==> src/rtl/ps2_kbd_if.sv <==
// rtl/ps2_kbd_if.sv - Wishbone slave bundle for the PS/2 keyboard port
interface if_wb;
   logic        cyc;
   logic        stb;
   logic        we;
   logic [31:0] adr;
   logic [3:0]  sel;
   logic [31:0] dat_i;
   logic [31:0] dat_o;
   logic        ack;

   modport master (
      output cyc, stb, we, adr, sel, dat_i,
      input  dat_o, ack
   );

   modport slave (
      input  cyc, stb, we, adr, sel, dat_i,
      output dat_o, ack
   );
endinterface

==> src/rtl/ps2_kbd.sv <==
// rtl/ps2_kbd.sv - PS/2 keyboard receiver with byte FIFO, Wishbone registers and level interrupt
// Optional ps2_clk glitch filter enabled by defining PS2_KBD_FILTER_EN.
module ps2_kbd #(
   parameter int CLKFREQ    = 10_000_000,
   parameter int DEPTH      = 16,
   parameter int FILTER_LEN = 4
) (
   input  logic  clk_i,
   input  logic  rst_ni,
   if_wb.slave   bus,
   input  logic  ps2_clk,
   input  logic  ps2_data,
   output logic  interrupt
);

   localparam int AW       = $clog2(DEPTH);
   localparam int CW       = AW + 1;
   localparam int TO_LIMIT = CLKFREQ / 1000;
   localparam int TW       = $clog2(TO_LIMIT + 1);
   localparam logic [TW-1:0] TO_LAST = TW'(TO_LIMIT - 1);

   typedef enum logic [1:0] {
      S_IDLE,
      S_DATA,
      S_PARITY,
      S_STOP
   } state_t;

   logic [1:0] clk_sync;
   logic [1:0] data_sync;
   logic       sclk;
   logic       sdata;
   logic       edge_clk;
   logic       prev_clk;
   logic       fall;

   always_ff @(posedge clk_i or negedge rst_ni) begin
      if (!rst_ni) begin
         clk_sync  <= 2'b11;
         data_sync <= 2'b11;
      end else begin
         clk_sync  <= {clk_sync[0], ps2_clk};
         data_sync <= {data_sync[0], ps2_data};
      end
   end

   assign sclk  = clk_sync[1];
   assign sdata = data_sync[1];

`ifdef PS2_KBD_FILTER_EN
   localparam int FW = $clog2(FILTER_LEN + 1);
   logic          filt_clk;
   logic [FW-1:0] filt_cnt;

   // The filtered clock follows sclk only after FILTER_LEN consecutive disagreeing samples.
   always_ff @(posedge clk_i or negedge rst_ni) begin
      if (!rst_ni) begin
         filt_clk <= 1'b1;
         filt_cnt <= '0;
      end else if (sclk == filt_clk) begin
         filt_cnt <= '0;
      end else if (filt_cnt == FW'(FILTER_LEN - 1)) begin
         filt_clk <= sclk;
         filt_cnt <= '0;
      end else begin
         filt_cnt <= filt_cnt + 1'b1;
      end
   end

   assign edge_clk = filt_clk;
`else
   assign edge_clk = sclk;
`endif

   always_ff @(posedge clk_i or negedge rst_ni) begin
      if (!rst_ni) prev_clk <= 1'b1;
      else         prev_clk <= edge_clk;
   end

   assign fall = prev_clk & ~edge_clk;

   state_t        state;
   logic [2:0]    bitcnt;
   logic [7:0]    shreg;
   logic          par_bit;
   logic [TW-1:0] timer;

   logic [CW-1:0] count;
   logic [AW-1:0] wptr;
   logic [AW-1:0] rptr;
   logic [7:0]    mem [DEPTH];
   logic          full;
   logic          not_empty;

   logic          acc;
   logic          rd;
   logic          wr;
   logic [1:0]    reg_sel;
   logic          pop;
   logic          push;
   logic          stop_ev;
   logic          to_ev;
   logic          par_ok;
   logic          ferr_ev;
   logic          perr_ev;
   logic          ovf_ev;
   logic [2:0]    sts_clr;

   logic          ovf;
   logic          perr;
   logic          ferr;
   logic          ie;
   logic [8:0]    cnt_ext;
   logic [7:0]    cnt8;
   logic [31:0]   rdata;

   assign full      = (count == CW'(DEPTH));
   assign not_empty = (count != '0);

   assign acc     = bus.cyc & bus.stb & ~bus.ack;
   assign rd      = acc & ~bus.we;
   assign wr      = acc & bus.we;
   assign reg_sel = bus.adr[3:2];
   assign pop     = rd & (reg_sel == 2'd0) & not_empty;
   assign sts_clr = (wr && reg_sel == 2'd1) ? bus.dat_i[4:2] : 3'b000;

   // Frame outcome is resolved on the stop edge; a same-cycle pop frees room for the push.
   assign stop_ev = (state == S_STOP) & fall;
   assign to_ev   = (state != S_IDLE) & ~fall & (timer == TO_LAST);
   assign par_ok  = ^{shreg, par_bit};
   assign ferr_ev = (stop_ev & ~sdata) | to_ev;
   assign perr_ev = stop_ev & sdata & ~par_ok;
   assign ovf_ev  = stop_ev & sdata & par_ok & full & ~pop;
   assign push    = stop_ev & sdata & par_ok & (~full | pop);

   always_ff @(posedge clk_i or negedge rst_ni) begin
      if (!rst_ni) begin
         state   <= S_IDLE;
         bitcnt  <= '0;
         shreg   <= '0;
         par_bit <= 1'b0;
         timer   <= '0;
      end else begin
         case (state)
            S_IDLE: begin
               if (fall && !sdata) begin
                  state  <= S_DATA;
                  bitcnt <= '0;
               end
            end
            S_DATA: begin
               if (fall) begin
                  shreg  <= {sdata, shreg[7:1]};
                  bitcnt <= bitcnt + 1'b1;
                  if (bitcnt == 3'd7) state <= S_PARITY;
               end
            end
            S_PARITY: begin
               if (fall) begin
                  par_bit <= sdata;
                  state   <= S_STOP;
               end
            end
            S_STOP: begin
               if (fall) state <= S_IDLE;
            end
            default: state <= S_IDLE;
         endcase

         if (state == S_IDLE || fall) begin
            timer <= '0;
         end else if (timer == TO_LAST) begin
            timer <= '0;
            state <= S_IDLE;
         end else begin
            timer <= timer + 1'b1;
         end
      end
   end

   always_ff @(posedge clk_i) begin
      if (push) mem[wptr] <= shreg;
   end

   always_ff @(posedge clk_i or negedge rst_ni) begin
      if (!rst_ni) begin
         count <= '0;
         wptr  <= '0;
         rptr  <= '0;
      end else begin
         if (push) wptr <= wptr + 1'b1;
         if (pop)  rptr <= rptr + 1'b1;
         if (push && !pop)      count <= count + 1'b1;
         else if (pop && !push) count <= count - 1'b1;
      end
   end

   // Set beats clear when both land on the same edge.
   always_ff @(posedge clk_i or negedge rst_ni) begin
      if (!rst_ni) begin
         ovf  <= 1'b0;
         perr <= 1'b0;
         ferr <= 1'b0;
      end else begin
         ovf  <= (ovf  & ~sts_clr[0]) | ovf_ev;
         perr <= (perr & ~sts_clr[1]) | perr_ev;
         ferr <= (ferr & ~sts_clr[2]) | ferr_ev;
      end
   end

   assign cnt_ext = 9'(count);
   assign cnt8    = cnt_ext[8] ? 8'hFF : cnt_ext[7:0];

   always_comb begin
      rdata = '0;
      case (reg_sel)
         2'd0: if (not_empty) rdata[7:0] = mem[rptr];
         2'd1: rdata = {16'h0000, cnt8, 3'b000, ferr, perr, ovf, full, not_empty};
         2'd2: rdata[0] = ie;
         default: rdata = '0;
      endcase
   end

   always_ff @(posedge clk_i or negedge rst_ni) begin
      if (!rst_ni) begin
         bus.ack   <= 1'b0;
         bus.dat_o <= '0;
         ie        <= 1'b0;
      end else begin
         bus.ack <= acc;
         if (acc) bus.dat_o <= bus.we ? 32'h0 : rdata;
         if (wr && reg_sel == 2'd2) ie <= bus.dat_i[0];
      end
   end

   always_ff @(posedge clk_i or negedge rst_ni) begin
      if (!rst_ni) interrupt <= 1'b0;
      else         interrupt <= ie & not_empty;
   end

endmodule

==> src/flat_wrapper.sv <==
// flat-port wrapper written by rule: the top's interface ports become plain ports
module ps2_kbd_flat 
#(
   parameter int CLKFREQ    = 10_000_000,
   parameter int DEPTH      = 16,
   parameter int FILTER_LEN = 4
)
  (clk_i, rst_ni, ps2_clk, ps2_data, interrupt, bus_cyc, bus_stb, bus_we, bus_adr, bus_sel, bus_dat_i, bus_dat_o, bus_ack);
  if_wb bus_i ();
  input  logic clk_i;
  input  logic rst_ni;
  input  logic ps2_clk;
  input  logic ps2_data;
  output logic interrupt;
  input wire logic [$bits(bus_i.cyc)-1:0] bus_cyc;
  input wire logic [$bits(bus_i.stb)-1:0] bus_stb;
  input wire logic [$bits(bus_i.we)-1:0] bus_we;
  input wire logic [$bits(bus_i.adr)-1:0] bus_adr;
  input wire logic [$bits(bus_i.sel)-1:0] bus_sel;
  input wire logic [$bits(bus_i.dat_i)-1:0] bus_dat_i;
  output wire logic [$bits(bus_i.dat_o)-1:0] bus_dat_o;
  output wire logic [$bits(bus_i.ack)-1:0] bus_ack;
  assign bus_i.cyc = bus_cyc;
  assign bus_i.stb = bus_stb;
  assign bus_i.we = bus_we;
  assign bus_i.adr = bus_adr;
  assign bus_i.sel = bus_sel;
  assign bus_i.dat_i = bus_dat_i;
  assign bus_dat_o = bus_i.dat_o;
  assign bus_ack = bus_i.ack;
  ps2_kbd #(.CLKFREQ(CLKFREQ), .DEPTH(DEPTH), .FILTER_LEN(FILTER_LEN)) u_core (.clk_i(clk_i), .rst_ni(rst_ni), .bus(bus_i), .ps2_clk(ps2_clk), .ps2_data(ps2_data), .interrupt(interrupt));
endmodule
==> config.mk <==
export PLATFORM = sky130hd
export DESIGN_NAME = ps2_kbd_flat
export DESIGN_NICKNAME = d
export VERILOG_FILES = /design/src/rtl/ps2_kbd_if.sv /design/src/rtl/ps2_kbd.sv /design/src/flat_wrapper.sv
export SDC_FILE = /design/constraint.sdc
export NUM_CORES = 1
export LEC_CHECK = 0
export CAP_MARGIN = 20
export CORE_MARGIN = 2
export CORE_UTILIZATION = 55
export CTS_CLUSTER_DIAMETER = 30
export DETAILED_ROUTE_END_ITERATION = 10
export HOLD_SLACK_MARGIN = 0.03
export PLACE_DENSITY = 0.8
export SLEW_MARGIN = 20
export SYNTH_ARGS = -nofsm -noshare
export SYNTH_HDL_FRONTEND = slang
export SYNTH_SLANG_ARGS = --single-unit
==> constraint.sdc <==
create_clock -name clk_i -period 4.69 [get_ports clk_i]
set_input_delay 0.469 -clock clk_i [delete_from_list [all_inputs] [get_ports clk_i]]
set_output_delay 0.469 -clock clk_i [all_outputs]
set_load 0.02 [all_outputs]
==> impl_metrics.json <==
{
  "cts_buffers": 17,
  "rrSetupSlack_ns": 1.20,
  "rsz0062_at_grt": "false",
  "synthCells": 484,
  "slew_headroom": 0.314,
  "fin_ws_ns": 1.20,
  "place_hpwl_um": 9620,
  "setup_viol": 0,
  "synth_ff_type": "edfxtp_1",
  "slew_violations": 0,
  "p_per_area_nw_per_um2": 538,
  "fmaxAchievable_mhz": 287,
  "power.leakage_nw": 3.36,
  "vias_per_cell": 5.80,
  "hp-class": "primary input to asynchronous set/reset pin",
  "gp_congestion": 0.754,
  "grt_pass1_wl_um": 23300,
  "io_buffers": 27,
  "worst_slew_pin_slew_ns": 1.03,
  "path_clk_slew_ns": 0.07,
  "crit_arrival_ns": 3.83,
  "vdd_drop_max_v": 0.000284,
  "netlist_area_um2": 8270,
  "htree_levels": 4,
  "vias": 4125,
  "syn_area_per_cell_um2": 17.1,
  "post_drt_wl_per_cell_um": 21.0,
  "r2r_end": "u_core.count[4]",
  "post_cts_buffers": 0,
  "start_kind": "flip-flop",
  "synth_top_cell_by_area": "edfxtp_1",
  "die_w_um": 127,
  "period_needed_ns": 3.49,
  "clkSinkCount": 193,
  "grtUsageTotal": 0.196,
  "setup-tns-final_ns": 0,
  "top_usage_layer": "met2",
  "worstSetupPathType": "flip-flop to flip-flop",
  "cp_max_fo": 19,
  "drive_gt1_frac": 0.154,
  "firstDrtPassIters": 5,
  "placed_area_um2": 8540,
  "outcome": "completed",
  "use_met3": 0.0413,
  "die_h_um": 127,
  "power.total_mw": 4.90,
  "cp-endpoint": "u_core.count[4]",
  "tritoncts": "built",
  "synth_area_leaders": "edfxtp_1 (46%), dfrtp_1 (18%), mux4_2 (5.4%), mux4_1 (5.4%), ha_1 (1.8%)",
  "synth.distinct_cells": 49,
  "skew_ns": 0.00944,
  "initial_core_util": 0.567,
  "die_area_um2": 16000,
  "grt_pass1_vias": 4235,
  "ys.warnings.count": 0,
  "synth_top_area_frac": 0.465,
  "ff2ff_path_depth": 12,
  "place_ws_ns": 0.974,
  "ctsResizeCount": 0,
  "overflow": 0,
  "antenna_left": 0,
  "yosys_register_bits": 193,
  "yosysSeqAreaShare": 0.662,
  "ioPinCount": 109,
  "clk_latency_ns": 0.43,
  "synth_edf_count": 128,
  "rr_startpoint": "u_core.shreg[4]",
  "first_iter_violations": 338,
  "syn_to_final_growth_pct": 10.1,
  "synth-async-reset-ratio": 0.337,
  "grt_max_degree": 66,
  "cts.hold.buffers_added": 0,
  "design.core.area_um2": 14600,
  "met2_usage": 0.319,
  "drc": 0,
  "setup.worst_path.end_class": "flip-flop",
  "worstPathRequired_ns": 5.03,
  "period_share": 0.743,
  "design_area_um2": 9110,
  "rows": 44,
  "use_met1": 0.264,
  "cts_max_path_buffers": 2,
  "cp-startpoint": "u_core.shreg[4]",
  "hold_violations": 0,
  "nets": 602,
  "antenna_cells": 0,
  "cts_root_buf": "clkbuf_16",
  "grt_antenna_before_repair": 0,
  "maxCapViolCount": 0,
  "wirelength_um": 14900
}
==> power breakdown <==
| part | internal [mW] | switching [mW] |
|---|---|---|
| clock network | 0.780 | 0.609 |
| registers | 2.11 | 0.391 |
| logic | 0.573 | 0.433 |
==> worst max-delay path: stages (launching register included) <==
cell and delay (ns):
dfrtp_1 0.77, xnor2_1 0.19, xnor3_1 0.46, xnor2_2 0.27, and3_1 0.24, ha_1 0.20
inv_1 0.11, fa_1 0.42, a21o_1 0.18, a21oi_1 0.17, xnor2_1 0.08, nor2_1 0.16
xor2_1 0.17
==> worst min path at each step <==
stage | from | to | slack [ns]
6_report | rst_ni | u_core.count[1] | 0.23
2_1_floorplan | rst_ni | u_core.bitcnt[0] | 0.17
3_5_place_dp | u_core.data_sync[0] | u_core.data_sync[1] | 0.35
3_3_place_gp | u_core.data_sync[0] | u_core.data_sync[1] | 0.35
4_1_cts | rst_ni | u_core.count[0] | 0.24
5_1_grt | rst_ni | u_core.count[0] | 0.29
==> metrics by stage <==
| stage | hold slack, ns | utilization | std cells |
|---|---|---|---|
| 2_1_floorplan | 0.173 | - | 502 |
| 3_3_place_gp | 0.346 | 0.585 | 679 |
| 3_5_place_dp | 0.347 | 0.585 | 679 |
| 4_1_cts | 0.241 | 0.624 | 711 |
| 5_1_grt | 0.287 | 0.624 | 711 |
| 6_report | 0.226 | 0.624 | 711 |
==> Yosys cell counts (9+ instances only) <==
cell type,count
inv_1,14
nand2_1,17
o21ai_0,9
edfxtp_1,128
xnor2_1,17
nand3_1,10
mux2_2,13
xor2_1,10
nor2_1,26
buf_4,19
ha_1,12
dfrtp_1,60
a22o_1,10
mux4_1,17
mux4_2,20
==> metal layers <==
layer  up-vias  share of wire
met5         -              0
met4         0          0.021
met3        20          0.043
met2       104           0.51
met1      2114           0.43
li1       1887              -
==> cell type report <==
class	instances	area (µm²)
Clock buffer	18	429
Clock inverter	14	143
Fill cell	991	5480
Inverter	14	52.6
Multi-Input combinational cell	258	2490
Sequential cell	193	5480
Tap cell	184	230
Timing Repair Buffer	30	288
==> kinds of logic after synthesis <==
kind of cell	synth area share
AO/OA/AOI/OAI	0.0308
XOR/XNOR	0.0352
adder cells (fa/ha/maj)	0.0206
buffers and inverters	0.0455
flip-flops	0.662
multiplexers	0.132
other	0.000453
AND/OR/NAND/NOR	0.0733
==> state kept, by name (all words and copies together) (netlist names), 3 cells and up <==
signal,flops
u_core.bitcnt,3
u_core.rptr,4
u_core.bus.dat_o,13
u_core.mem,128
u_core.shreg,8
u_core.count,5
u_core.wptr,4
u_core.timer,14
==> layout by cell type (no fill, tap or decap), types with 14 or more instances in the layout <==
cell type / netlist / routed
xnor2_1: 17 / 17
inv_1: 14 / 14
clkdlybuf4s50_1: 0 / 26
nor2_1: 26 / 26
nand2_1: 17 / 17
dfrtp_1: 60 / 59
clkbuf_16: 0 / 17
mux4_1: 17 / 17
mux4_2: 20 / 20
edfxtp_1: 128 / 128
conb_1: 1 / 19
Note: power is estimated with default switching activity, not from simulation.
